## config.mk

```make
export PLATFORM = sky130hd
export DESIGN_NAME = otter_csr_intr_flat
export DESIGN_NICKNAME = d
export VERILOG_FILES = /design/src/rtl/otter_csr_pkg.sv /design/src/rtl/otter_csr_intr_if.sv /design/src/rtl/otter_intr_sync.sv /design/src/rtl/otter_csr_intr.sv /design/src/flat_wrapper.sv
export SDC_FILE = /design/constraint.sdc
export NUM_CORES = 1
export LEC_CHECK = 0
export CORE_UTILIZATION = 34
export CTS_BUF_LIST = sky130_fd_sc_hd__clkbuf_16
export CTS_CLUSTER_SIZE = 16
export DETAILED_ROUTE_END_ITERATION = 10
export SYNTH_ARGS = -nofsm -noshare
export SYNTH_HDL_FRONTEND = slang
export SYNTH_SLANG_ARGS = --single-unit
```

## constraint.sdc

```tcl
create_clock -name CSR_clk -period 3.85 [get_ports CSR_clk]
set_clock_uncertainty 0.1 [all_clocks]
set_input_delay 0.77 -clock CSR_clk [delete_from_list [all_inputs] [get_ports CSR_clk]]
set_output_delay 0.77 -clock CSR_clk [all_outputs]
set_load 0.01 [all_outputs]
```

## src/rtl/otter_csr_pkg.sv

```systemverilog
// Shared constants for the OTTER machine-mode CSR file: CSR addresses,
// mstatus/mie/mip bit positions and the external-interrupt mcause code.
package otter_csr_pkg;

    localparam logic [11:0] ADDR_MSTATUS = 12'h300;
    localparam logic [11:0] ADDR_MIE     = 12'h304;
    localparam logic [11:0] ADDR_MTVEC   = 12'h305;
    localparam logic [11:0] ADDR_MEPC    = 12'h341;
    localparam logic [11:0] ADDR_MCAUSE  = 12'h342;
    localparam logic [11:0] ADDR_MIP     = 12'h344;

    localparam int MSTATUS_MIE  = 3;
    localparam int MSTATUS_MPIE = 7;
    localparam int MEIx         = 11;

    localparam logic [31:0] MCAUSE_MEI = 32'h8000_000B;

endpackage

```

## src/rtl/otter_csr_intr_if.sv

```systemverilog
// CSR/interrupt bus between the OTTER control unit (master) and the CSR file (slave).
// Signal names match the core's CSR port names so the datapath wiring reads unchanged.
interface otter_csr_intr_if;
    logic        CSR_WE;
    logic        INT_TAKEN;
    logic        MRET_EXEC;
    logic [11:0] CSR_ADDR;
    logic [31:0] CSR_WD;
    logic [31:0] CSR_PC;
    logic        INTR_IN;
    logic [31:0] CSR_RD;
    logic [31:0] CSR_MTVEC;
    logic [31:0] CSR_MEPC;
    logic        CSR_MIE;
    logic        INTR_OUT;

    modport master (
        output CSR_WE, INT_TAKEN, MRET_EXEC, CSR_ADDR, CSR_WD, CSR_PC, INTR_IN,
        input  CSR_RD, CSR_MTVEC, CSR_MEPC, CSR_MIE, INTR_OUT
    );

    modport slave (
        input  CSR_WE, INT_TAKEN, MRET_EXEC, CSR_ADDR, CSR_WD, CSR_PC, INTR_IN,
        output CSR_RD, CSR_MTVEC, CSR_MEPC, CSR_MIE, INTR_OUT
    );
endinterface

```

## src/rtl/otter_intr_sync.sv

```systemverilog
// External interrupt synchronizer plus rising-edge detector.
// Latency: rise asserts SYNC_STAGES edges after the level is captured; never stalls.
// No backpressure: rise is a one-cycle pulse per low-to-high transition.
module otter_intr_sync #(
    parameter int SYNC_STAGES = 2
) (
    input  logic clk,
    input  logic rst_n,
    input  logic intr_in,
    output logic rise
);

    logic [SYNC_STAGES-1:0] sync_q;
    logic                   edge_q;

    always_ff @(posedge clk or negedge rst_n) begin
        if (!rst_n) begin
            sync_q <= '0;
            edge_q <= 1'b0;
        end else begin
            sync_q <= {sync_q[SYNC_STAGES-2:0], intr_in};
            edge_q <= sync_q[SYNC_STAGES-1];
        end
    end

    // Cleared edge flop after reset makes a level held through reset look like a fresh rise.
    assign rise = sync_q[SYNC_STAGES-1] & ~edge_q;

endmodule

```

## src/rtl/otter_csr_intr.sv

```systemverilog
// Machine-mode CSR file and external-interrupt request latch for the multicycle OTTER core.
// Latency: reads combinational, writes/trap updates land on the next CSR_clk edge.
// Never stalls; simultaneous strobes resolve as INT_TAKEN > MRET_EXEC > CSR_WE.
module otter_csr_intr
    import otter_csr_pkg::*;
#(
    parameter logic [31:0] MTVEC_RST   = 32'h0000_0000,
    parameter int          SYNC_STAGES = 2
) (
    input  logic              CSR_clk,
    input  logic              CSR_RST_n,
    otter_csr_intr_if.slave   bus
);

    logic        mstatus_mie;
    logic        mstatus_mpie;
    logic        mie_meie;
    logic [31:0] mtvec;
    logic [31:0] mepc;
    logic [31:0] mcause;
    logic        pending;
    logic        rise;

    logic        wr_mstatus;
    logic        wr_mie;
    logic        wr_mtvec;
    logic        wr_mepc;
    logic        wr_mcause;
    logic [31:0] rd_dat;

    otter_intr_sync #(
        .SYNC_STAGES (SYNC_STAGES)
    ) u_intr_sync (
        .clk     (CSR_clk),
        .rst_n   (CSR_RST_n),
        .intr_in (bus.INTR_IN),
        .rise    (rise)
    );

    assign wr_mstatus = bus.CSR_WE && (bus.CSR_ADDR == ADDR_MSTATUS);
    assign wr_mie     = bus.CSR_WE && (bus.CSR_ADDR == ADDR_MIE);
    assign wr_mtvec   = bus.CSR_WE && (bus.CSR_ADDR == ADDR_MTVEC);
    assign wr_mepc    = bus.CSR_WE && (bus.CSR_ADDR == ADDR_MEPC);
    assign wr_mcause  = bus.CSR_WE && (bus.CSR_ADDR == ADDR_MCAUSE);

    always_ff @(posedge CSR_clk or negedge CSR_RST_n) begin
        if (!CSR_RST_n) begin
            mstatus_mie  <= 1'b0;
            mstatus_mpie <= 1'b0;
        end else if (bus.INT_TAKEN) begin
            mstatus_mpie <= mstatus_mie;
            mstatus_mie  <= 1'b0;
        end else if (bus.MRET_EXEC) begin
            mstatus_mie  <= mstatus_mpie;
            mstatus_mpie <= 1'b1;
        end else if (wr_mstatus) begin
            mstatus_mie  <= bus.CSR_WD[MSTATUS_MIE];
            mstatus_mpie <= bus.CSR_WD[MSTATUS_MPIE];
        end
    end

    // Trap entry owns mepc/mcause; software writes only land when no trap is taken.
    always_ff @(posedge CSR_clk or negedge CSR_RST_n) begin
        if (!CSR_RST_n) begin
            mepc   <= '0;
            mcause <= '0;
        end else if (bus.INT_TAKEN) begin
            mepc   <= bus.CSR_PC & ~32'h3;
            mcause <= MCAUSE_MEI;
        end else begin
            if (wr_mepc)   mepc   <= bus.CSR_WD & ~32'h3;
            if (wr_mcause) mcause <= bus.CSR_WD;
        end
    end

    always_ff @(posedge CSR_clk or negedge CSR_RST_n) begin
        if (!CSR_RST_n) begin
            mie_meie <= 1'b0;
            mtvec    <= MTVEC_RST;
        end else begin
            if (wr_mie)   mie_meie <= bus.CSR_WD[MEIx];
            if (wr_mtvec) mtvec    <= bus.CSR_WD & ~32'h3;
        end
    end

    // A rise in the trap-entry cycle is a new event and must survive the clear.
    always_ff @(posedge CSR_clk or negedge CSR_RST_n) begin
        if (!CSR_RST_n) begin
            pending <= 1'b0;
        end else if (rise) begin
            pending <= 1'b1;
        end else if (bus.INT_TAKEN) begin
            pending <= 1'b0;
        end
    end

    always_comb begin
        rd_dat = '0;
        case (bus.CSR_ADDR)
            ADDR_MSTATUS: begin
                rd_dat[MSTATUS_MIE]  = mstatus_mie;
                rd_dat[MSTATUS_MPIE] = mstatus_mpie;
            end
            ADDR_MIE:    rd_dat[MEIx] = mie_meie;
            ADDR_MTVEC:  rd_dat = mtvec;
            ADDR_MEPC:   rd_dat = mepc;
            ADDR_MCAUSE: rd_dat = mcause;
            ADDR_MIP:    rd_dat[MEIx] = pending;
            default:     rd_dat = '0;
        endcase
    end

    assign bus.CSR_RD    = rd_dat;
    assign bus.CSR_MTVEC = mtvec;
    assign bus.CSR_MEPC  = mepc;
    assign bus.CSR_MIE   = mstatus_mie;
    assign bus.INTR_OUT  = pending & mstatus_mie & mie_meie;

endmodule

```

## src/flat_wrapper.sv

```systemverilog
// flat-port wrapper written by rule: the top's interface ports become plain ports
module otter_csr_intr_flat import otter_csr_pkg::*;
#(
    parameter logic [31:0] MTVEC_RST   = 32'h0000_0000,
    parameter int          SYNC_STAGES = 2
)
  (CSR_clk, CSR_RST_n, bus_CSR_WE, bus_INT_TAKEN, bus_MRET_EXEC, bus_CSR_ADDR, bus_CSR_WD, bus_CSR_PC, bus_INTR_IN, bus_CSR_RD, bus_CSR_MTVEC, bus_CSR_MEPC, bus_CSR_MIE, bus_INTR_OUT);
  otter_csr_intr_if bus_i ();
  input  logic CSR_clk;
  input  logic CSR_RST_n;
  input wire logic [$bits(bus_i.CSR_WE)-1:0] bus_CSR_WE;
  input wire logic [$bits(bus_i.INT_TAKEN)-1:0] bus_INT_TAKEN;
  input wire logic [$bits(bus_i.MRET_EXEC)-1:0] bus_MRET_EXEC;
  input wire logic [$bits(bus_i.CSR_ADDR)-1:0] bus_CSR_ADDR;
  input wire logic [$bits(bus_i.CSR_WD)-1:0] bus_CSR_WD;
  input wire logic [$bits(bus_i.CSR_PC)-1:0] bus_CSR_PC;
  input wire logic [$bits(bus_i.INTR_IN)-1:0] bus_INTR_IN;
  output wire logic [$bits(bus_i.CSR_RD)-1:0] bus_CSR_RD;
  output wire logic [$bits(bus_i.CSR_MTVEC)-1:0] bus_CSR_MTVEC;
  output wire logic [$bits(bus_i.CSR_MEPC)-1:0] bus_CSR_MEPC;
  output wire logic [$bits(bus_i.CSR_MIE)-1:0] bus_CSR_MIE;
  output wire logic [$bits(bus_i.INTR_OUT)-1:0] bus_INTR_OUT;
  assign bus_i.CSR_WE = bus_CSR_WE;
  assign bus_i.INT_TAKEN = bus_INT_TAKEN;
  assign bus_i.MRET_EXEC = bus_MRET_EXEC;
  assign bus_i.CSR_ADDR = bus_CSR_ADDR;
  assign bus_i.CSR_WD = bus_CSR_WD;
  assign bus_i.CSR_PC = bus_CSR_PC;
  assign bus_i.INTR_IN = bus_INTR_IN;
  assign bus_CSR_RD = bus_i.CSR_RD;
  assign bus_CSR_MTVEC = bus_i.CSR_MTVEC;
  assign bus_CSR_MEPC = bus_i.CSR_MEPC;
  assign bus_CSR_MIE = bus_i.CSR_MIE;
  assign bus_INTR_OUT = bus_i.INTR_OUT;
  otter_csr_intr #(.MTVEC_RST(MTVEC_RST), .SYNC_STAGES(SYNC_STAGES)) u_core (.CSR_clk(CSR_clk), .CSR_RST_n(CSR_RST_n), .bus(bus_i));
endmodule
```

Word level (Yosys, flattened, before mapping)
Index checks and enable logic that the tools add are counted.
{"block": "classes", "n_bitwise": 4, "mux": 19, "n_reduce_logical": 9, "n_eq_ne": 6}
{"op": "$mux W32", "count": 4}
{"op": "$eq A12 B10 Y1 const B", "count": 6}
{"op": "$pmux W20 S3", "count": 1}
{"op": "$pmux W3 S3", "count": 3}
{"op": "$mux W1", "count": 8}
{"op": "$pmux W1 S4", "count": 2}
{"op": "$reduce_bool A2 Y1", "count": 3}
{"op": "$logic_and A1 B1 Y1", "count": 5}
{"op": "$pmux W1 S5", "count": 1}
{"op": "$and A1 B1 Y1", "count": 3}
{"op": "$reduce_bool A3 Y1", "count": 1}
{"op": "$not A1 Y1", "count": 1}
{"block": "word_totals", "ff_bits": 101, "elab_cells": 47, "in_bits": 82}

Depth between registers and ports, before layout
Gate-level depths: netlist of run 1.
{"block": "logic_depth", "word_depth": 5, "depth_mapped": 6, "mapped_depth_nobuf": 4}

Cells and area by module
Synthesis of run 1 repeated with hierarchy kept, for this count alone.
{"block": "unflattened", "hier_cells": 394, "hier_area_um2": 4604.4}
{"mod": "otter_csr_intr", "area_each_um2": 4515.6, "cells_per_inst": 390, "instances": 1}
{"mod": "otter_intr_sync", "area_each_um2": 88.8, "cells_per_inst": 4, "instances": 1}

Least setup slack after synthesis of run 1
No wires, ideal clock.
{"block": "synth_timing", "path_type": "input port to output port", "start": "input port bus_CSR_ADDR[5]", "end": "output port bus_CSR_RD[12]", "slack_ns": 0.760, "t_arrival_ns": 2.220, "path_stages": 6, "required_time_ns": 2.980, "path_cell_list": "or3_1 buf_2 nor4_4 clkbuf_1 nand2_1 o21ai_0"}
{"block": "synth_via", "elab_chain_cells": 2, "word_cells_on_any_way": 4}
{"element": "start: declaration", "line": "flat_wrapper.sv:14", "text": "input wire logic [$bits(bus_i.CSR_ADDR)-1:0] bus_CSR_ADDR;"}
{"element": "$eq A12 B10 Y1", "line": "otter_csr_intr.sv:99", "text": "case (bus.CSR_ADDR)"}
{"element": "$pmux W20 S3 *", "line": "otter_csr_intr.sv:99"}
{"element": "end: declaration", "line": "flat_wrapper.sv:18", "text": "output wire logic [$bits(bus_i.CSR_RD)-1:0] bus_CSR_RD;"}
Every way passes the cells marked *; elsewhere a longest branch is shown, timed or not.

Worst setup path after layout of run 1
{"block": "layout_timing", "start": "input port bus_CSR_ADDR[10]", "end": "output port bus_CSR_RD[25]"}
Same word-level chain as after synthesis.

==> metrics.md, run 1 <==
| Metric | Value |
|---|---|
| Die Area | `15,100 um^2` |
| Total Power | `2.38 mW` |
| Fin crit period | `3800 ps` |
| Slew @ Worst Pin | `1050 ps` |
| Critical path fanouts, max | `18` |
| Wire length of the first global-routing pass | `23.8 mm` |
| Power density over the cells | `321 nW/um^2` |
| WL/cell | `18.5 um` |
| Max-slew headroom | `0.296` |
| I/O pins | `180` |
| Total grt overflow | `0` |
| Clk pwr share | `0.403` |
| CP startpoint kind | `input port` |
| Flop pwr share | `0.463` |
| PortBufs | `173` |
| Vias | `4,501` |
| Outcome | `complete, no violations` |
| Most common cell on crit path | `clkdlybuf4s50_1` |
| Hold WS | `253 ps` |
| Clock root buffer | `clkbuf_16` |
| Core Footprint | `14,100 um^2` |
| Critical path capture point type | `output port` |
| Slew Limit Fails | `0` |
| Slowest cell delay on critical path | `580 ps` |
| Top delay family on crit path | `buffers and inverters` |
| Net Sw Frac | `0.242` |
| Maximum vdd drop | `273 uV` |
| Die width | `123 um` |
| Vias in the first global route | `4,480` |
| Synth-to-layout area growth | `49.3%` |
| DRT iter0 DRCs | `305` |
| GRT Total Usage | `0.209` |
| Ant diodes | `0` |
| Setup-failing EPs final | `0` |
| CTS tree | `yes` |
| Maxcap violations | `0` |
| Initial core utilization | `0.353` |
| Int Pwr | `1.81 mW` |
| Worst skew pair latency | `350 ps` |
| Setup CP Type | `in2out` |
| Net Sw Power | `0.577 mW` |
| CTS Sinks | `99` |
| WP data required | `2980 ps` |
| Slowest stage cell, crit path | `clkdlybuf4s50_1` |
| Via density | `5.32` |
| Final WL | `15.7 mm` |
| Share of layout cells above drive strength 1 | `0.129` |
| Post-Syn Area | `4970 um^2` |
| Post-route setup TNS | `0 ps` |
| Worst-path clk slew | `60 ps` |
| Post-detail-place hpwl | `10.1 mm` |
| Synth warn | `0` |
| Final number of hold-violating endpoints | `0` |
| Fin nets | `743` |
| Final ANT Viol Nets | `0` |
| Min-delay worst type | `reg2reg` |
| Number of buffers created by CTS | `9` |
| CTS max path bufs | `2` |
| Netlist cell types | `38` |
| CP cell instances | `clkdlybuf4s50_1 -> or3_4 -> nor4_4 -> buf_6 -> buf_12 -> nand2_1 -> o21ai_0 -> clkdlybuf4s50_1` |
| Drt drc | `0` |
| Die height | `123 um` |
| Fmax | `263 MHz` |
| Final period util | `0.986` |
| Worst path bufs/invs | `4` |
| Post-Syn Instances | `495` |
| Gp weighted congestion | `0.784` |
| Logic gate share of total power | `0.134` |
| Syn avg cell area | `10.0 um^2` |
| Initial antenna violation count | `0` |
| Crit path DAT | `2930 ps` |
| Core Rows | `43` |
| Flops & latches, synth | `99` |
| LEAKAGE | `3.49 nW` |
| Drt pass-1 iters | `5` |
| Sequential share of the synthesized area | `0.498` |
| Pin count of the biggest net entering global routing | `72` |
| H-tree levels | `3` |
[per-layer routing]
layer	global-route usage	routed length [um]	up-vias
met1	0.266	6680	2214
met5	0	0	-
li1	-	-	2100
met2	0.345	7650	171
met4	0.0488	174	0
met3	0.0660	1150	16
[area by class of cell]
cell class                      count  area, um^2
Fill cell                        1300        6670
Inverter                            5        18.8
Sequential cell                    99        2480
Clock buffer                        9         225
Tap cell                          180         225
Clock inverter                      7        83.8
Multi-Input combinational cell    345        2290
Timing Repair Buffer              201        2100
[worst paths after layout]
check / start / to / slack, ps / cells past startpoint
setup / recovery: bus_CSR_ADDR[10] / bus_CSR_RD[25] / 50 / 8
hold / removal: u_core.u_intr_sync.sync_q[0]$_DFF_PN0_ / u_core.u_intr_sync.sync_q[1]$_DFF_PN0_ / 250 / 0
setup reg to reg: u_core.bus.CSR_MIE$_DFFE_PN0P_ / u_core.bus.CSR_MIE$_DFFE_PN0P_ / 2820 / 3
hold reg to reg: u_core.u_intr_sync.sync_q[0]$_DFF_PN0_ / u_core.u_intr_sync.sync_q[1]$_DFF_PN0_ / 250 / 0
max in group asynchronous: CSR_RST_n / u_core.bus.CSR_MTVEC[14]$_DFFE_PN0P_ / 2470 / 2
min in group asynchronous: CSR_RST_n / u_core.bus.CSR_MEPC[25]$_DFFE_PN0P_ / 460 / 1
[kinds of logic (layout without fill, tap and decap cells)]
kind of cell | count (synthesis) | in the layout | synth area share
multiplexers | 63 | 63 | 0.150
buffers and inverters | 54 | 222 | 0.0523
AND/OR/NAND/NOR | 119 | 119 | 0.117
other | 1 | 4 | 0.000754
flip-flops | 99 | 99 | 0.498
AO/OA/AOI/OAI | 159 | 159 | 0.182
[cell usage in the layout (no fill, tap or decap), drive strengths merged]
cell type / synthesis / layout
dlygate4sd2: 0 / 1
clkinv: 0 / 3
nor2: 1 / 1
inv: 5 / 6
a221oi: 1 / 1
nand4b: 2 / 2
nand2b: 1 / 1
o21ai: 85 / 85
nor3: 6 / 6
a22o: 1 / 1
a311o: 1 / 1
and2: 3 / 3
a31oi: 1 / 1
o21bai: 4 / 4
nand4: 3 / 3
a21o: 1 / 1
mux2i: 31 / 31
a22oi: 28 / 28
bufinv: 0 / 2
nand2: 62 / 62
dfrtp: 99 / 99
a2bb2oi: 1 / 1
clkbuf: 32 / 10
nor2b: 2 / 2
buf: 17 / 30
a32oi: 2 / 2
conb: 1 / 4
or4: 1 / 1
dlymetal6s2s: 0 / 26
nor4: 3 / 3
clkdlybuf4s50: 0 / 143
o22ai: 1 / 1
nand3b: 2 / 2
and3: 1 / 1
a21oi: 33 / 33
mux2: 32 / 32
nand3: 30 / 30
or3: 2 / 2
clkinvlp: 0 / 1
[cells in the mapped netlist (all sizes together)]
cell      n  area (um^2)
dfrtp    99         2480
o21ai    85          425
nand2    62          233
a21oi    33          165
clkbuf   32          120
mux2     32          435
mux2i    31          310
nand3    30          150
a22oi    28          210
buf      17          121
nor3      6         30.0
inv       5         18.8
o21bai    4         30.0
and2      3         18.8
nand4     3         18.8
nor4      3         46.3
a32oi     2         17.5
nand3b    2         15.0
nand4b    2         17.5
nor2b     2         12.5
or3       2         12.5
a21o      1         7.51
a221oi    1         8.76
a22o      1         8.76
a2bb2oi   1         8.76
a311o     1         10.0
a31oi     1         6.26
and3      1         6.26
conb      1         3.75
nand2b    1         6.26
nor2      1         3.75
o22ai     1         6.26
or4       1         11.3
[state kept, by name, indices dropped and copies added (netlist names)]
register and cells:
u_core.bus.CSR_MTVEC 30, u_core.mcause 32, u_core.u_intr_sync.edge_q 1, u_core.bus.CSR_MEPC 30
u_core.mstatus_mpie 1, u_core.pending 1, u_core.bus.CSR_MIE 1, u_core.mie_meie 1
u_core.u_intr_sync.sync_q 2
[power by group through the flow]
stage / logic, mW / clock network [mW] / registers (mW)
final: 0.319 / 0.961 / 1.10
after global routing: 0.347 / 1.02 / 1.11
after CTS: 0.322 / 0.989 / 1.10
after detailed placement: 0.320 / 0 / 1.12
after global placement: 0.316 / 0 / 1.12
after floorplan: 0.0887 / 0 / 1.13
[metrics by stage]
step                instances   util  cell area, um^2  setup slack (ps)
floorplan                 498      -             4980               760
global placement          827  0.496             6990              -104
detailed placement        827  0.496             6990              -138
CTS                       844  0.519             7320              1.08
global route              846  0.527             7430             -10.1
finish                    846  0.527             7430              53.3
[repair_timing]
action                                  in CTS  in global routing
hold buffers                                 0                  0
gates resized for setup                      4                 29
cloned                                       0                  1
buffers inserted                             1                  1
pin swaps                                    1                  0
endpoints found under the setup margin      32                 31
(Power assumes the default switching activity.)
==> run 2, diff against run 1 <==
--- a/config.mk
+++ b/config.mk
@@ -9,6 +9,8 @@
 export CTS_BUF_LIST = sky130_fd_sc_hd__clkbuf_16
 export CTS_CLUSTER_SIZE = 16
 export DETAILED_ROUTE_END_ITERATION = 10
+export MAX_ROUTING_LAYER = met4
+export REMOVE_ABC_BUFFERS = 1
 export SYNTH_ARGS = -nofsm -noshare
 export SYNTH_HDL_FRONTEND = slang
 export SYNTH_SLANG_ARGS = --single-unit
==> metrics.md, run 2 (same netlist as run 1, synthesis figures left out) <==
| Metric | Value |
|---|---|
| Drt drc | `0 (unchanged)` |
| Vias in the first global route | `4,635 (+3.5%)` |
| RR Endpoint | `u_core.bus.CSR_MIE$_DFFE_PN0P_` |
| Pin count of the biggest net entering global routing | `59 (-18%)` |
| Core Rows | `43 (unchanged)` |
| Slowest cell delay on critical path | `540 ps (-40 ps)` |
| Most flops, register | `u_core.mcause` |
| Hold Path Depth | `0 (unchanged)` |
| Reg2reg setup slack | `2730 ps (-90 ps)` |
| Slew @ Worst Pin | `992 ps (-62.1 ps)` |
| Synth-to-layout area growth | `48.3%` |
| Worst reg2reg path depth | `3 (unchanged)` |
| Setup-failing EPs final | `0 (unchanged)` |
| Post-route setup TNS | `0 ps (unchanged)` |
| Die Area | `15,100 um^2 (unchanged)` |
| Net Sw Frac | `0.251 (+0.00931)` |
| Total Power | `2.23 mW (-6.5%)` |
| Maximum vdd drop | `186 uV (-32%)` |
| Setup CP Type | `in2out` |
| Hold EP | `u_core.u_intr_sync.sync_q[1]$_DFF_PN0_` |
| Worst skew pair latency | `350 ps (about the same)` |
| Final period util | `0.986 (about the same)` |
| CP startpoint kind | `input port` |
| Most common cell on crit path | `clkdlybuf4s50_1` |
| Worst-path clk slew | `60 ps (about the same)` |
| Max reg flops | `32 (unchanged)` |
| Number of buffers created by CTS | `9 (unchanged)` |
| CTS Sinks | `99 (unchanged)` |
| Fmax | `263 MHz (about the same)` |
| Ant diodes | `0 (unchanged)` |
| Critical path fanouts, max | `8 (-10)` |
| Post-detail-place hpwl | `10.0 mm (-0.33%)` |
| Core Footprint | `14,100 um^2 (unchanged)` |
| CP cell instances | `clkdlybuf4s50_1 -> or3_4 -> nor4_4 -> buf_4 -> buf_12 -> a32oi_1 -> nand3_1 -> clkdlybuf4s50_1` |
| Final WL | `15.9 mm (+1.5%)` |
| Crit path DAT | `2930 ps (about the same)` |
| Slowest stage cell, crit path | `clkdlybuf4s50_1` |
| Final ANT Viol Nets | `0 (unchanged)` |
| Drt pass-1 iters | `6 (+1)` |
| WL/cell | `18.6 um (+0.59%)` |
| GRT Total Usage | `0.219 (+0.0101)` |
| Clock root buffer | `clkbuf_16` |
| DRT iter0 DRCs | `190 (-38%)` |
| Gp weighted congestion | `0.747 (-4.7%)` |
| Net Sw Power | `0.560 mW (-2.9%)` |
| Slew Limit Fails | `0 (unchanged)` |
| Most common cell after layout, fill and taps aside | `clkdlybuf4s50_1` |
| Fin crit period | `3800 ps (+1.04 ps)` |
| Initial core utilization | `0.353 (unchanged)` |
| Most frequent cells in the layout | `144 x clkdlybuf4s50_1, 99 x dfrtp_1, 76 x o21ai_0` |
| Min-delay worst type | `reg2reg` |
| Clk pwr share | `0.363 (-0.040)` |
| PortBufs | `173 (unchanged)` |
| Dpl cells | `830 (+0.36%)` |
| Via density | `5.28 (-0.80%)` |
| Int Pwr | `1.67 mW (-7.7%)` |
| WP data required | `2980 ps (about the same)` |
| Power density over the cells | `302 nW/um^2 (-5.9%)` |
| Flop pwr share | `0.495 (+0.032)` |
| Maxcap violations | `0 (unchanged)` |
| Initial antenna violation count | `0 (unchanged)` |
| Critical path capture point type | `output port` |
| Final number of hold-violating endpoints | `0 (unchanged)` |
| I/O pins | `180 (unchanged)` |
| CTS max path bufs | `2 (unchanged)` |
| Die height | `123 um (unchanged)` |
| Hold Crit Start | `u_core.u_intr_sync.sync_q[0]$_DFF_PN0_` |
| Logic gate share of total power | `0.142 (+0.008)` |
| CTS tree | `yes` |
| Wire length of the first global-routing pass | `24.4 mm (+2.6%)` |
| Layout Cells excl Fill | `854 (+0.95%)` |
| LEAKAGE | `3.28 nW (-6.0%)` |
| Die width | `123 um (unchanged)` |
| Total grt overflow | `0 (unchanged)` |
| Vias | `4,507 (+0.13%)` |
| Max-slew headroom | `0.338 (+0.0414)` |
| H-tree levels | `3 (unchanged)` |
| Outcome | `complete, no violations` |
| Reg-to-reg startpoint | `u_core.bus.CSR_MIE$_DFFE_PN0P_` |
| Fin nets | `751 (+1.1%)` |
| Share of layout cells above drive strength 1 | `0.141 (+0.0118)` |
## run 2: changes by cell type in the layout (fill, tap and decap cells not counted), moves of 2 or more
cell            before  now
dlymetal6s2s_1      26    9
dlygate4sd2_1        1   14
buf_12               7    5
bufinv_16            2    0
inv_1                6    8
buf_4               20   29
clkbuf_2             0    3
## run 2: critical path, delay by kind of cell
| kind | cells | cell delay [ps] |
|---|---|---|
| compound gates | 1 | 60 |
| buf+inv | 4 | 1250 |
| simple gates | 3 | 860 |
## run 2: area by class of cell
type,instances,area (um^2)
tap,180,225
sequential,99,2480
inverter,5,18.8
fill,1274,6720
timing repair buffer,209,2100
multi-input combinational,345,2300
clock buffer,9,225
clock inverter,7,28.8
## run 2: worst max-delay path by stage
stage	end	slack, ps	start	cells after the start
floorplan	u_core.bus.CSR_MEPC[10]$_DFFE_PN0P_	-510	bus_CSR_ADDR[5]	4
global route	bus_CSR_RD[22]	-30	bus_CSR_ADDR[11]	9
finish	bus_CSR_RD[7]	50	bus_CSR_ADDR[11]	8
global placement	bus_CSR_RD[29]	-210	bus_CSR_ADDR[5]	7
CTS	bus_CSR_RD[24]	0.2	bus_CSR_ADDR[5]	8
detailed placement	bus_CSR_RD[10]	-260	bus_CSR_ADDR[5]	7
## run 2: routing by layer
layer,part of all wire,GRT usage
met1,0.43,0.273
met2,0.50,0.361
met3,0.058,0.0383
met4,0.016,0.0701
met5,0,-
## run 2: what timing repair did
| item | in CTS | in global routing |
|---|---|---|
| hold buffers | 0 | 0 |
| buffers inserted | 1 | 4 |
| setup endpoints to repair | 32 | 18 |
| gates resized for setup | 24 | 17 |
| cloned | 1 | 2 |
| pin swaps | 1 | 2 |
## run 2: power by group through the flow
| stage | logic, mW | clock network [mW] | registers [mW] |
|---|---|---|---|
| after floorplan | 0.0647 | 0 | 1.13 |
| after global placement | 0.313 | 0 | 1.12 |
| after detailed placement | 0.317 | 0 | 1.12 |
| after CTS | 0.321 | 0.831 | 1.10 |
| after global routing | 0.346 | 0.867 | 1.10 |
| final | 0.317 | 0.809 | 1.10 |
## run 2: per-stage QoR
| step | hold WS (ps) | util | cell area, um^2 | setup WS [ps] |
|---|---|---|---|---|
| floorplan | 231 | - | 4740 | -514 |
| global placement | 242 | 0.495 | 6980 | -213 |
| detailed placement | 256 | 0.495 | 6980 | -258 |
| CTS | 271 | 0.517 | 7280 | 0.187 |
| global route | 289 | 0.523 | 7380 | -34.6 |
| finish | 272 | 0.523 | 7380 | 52.3 |
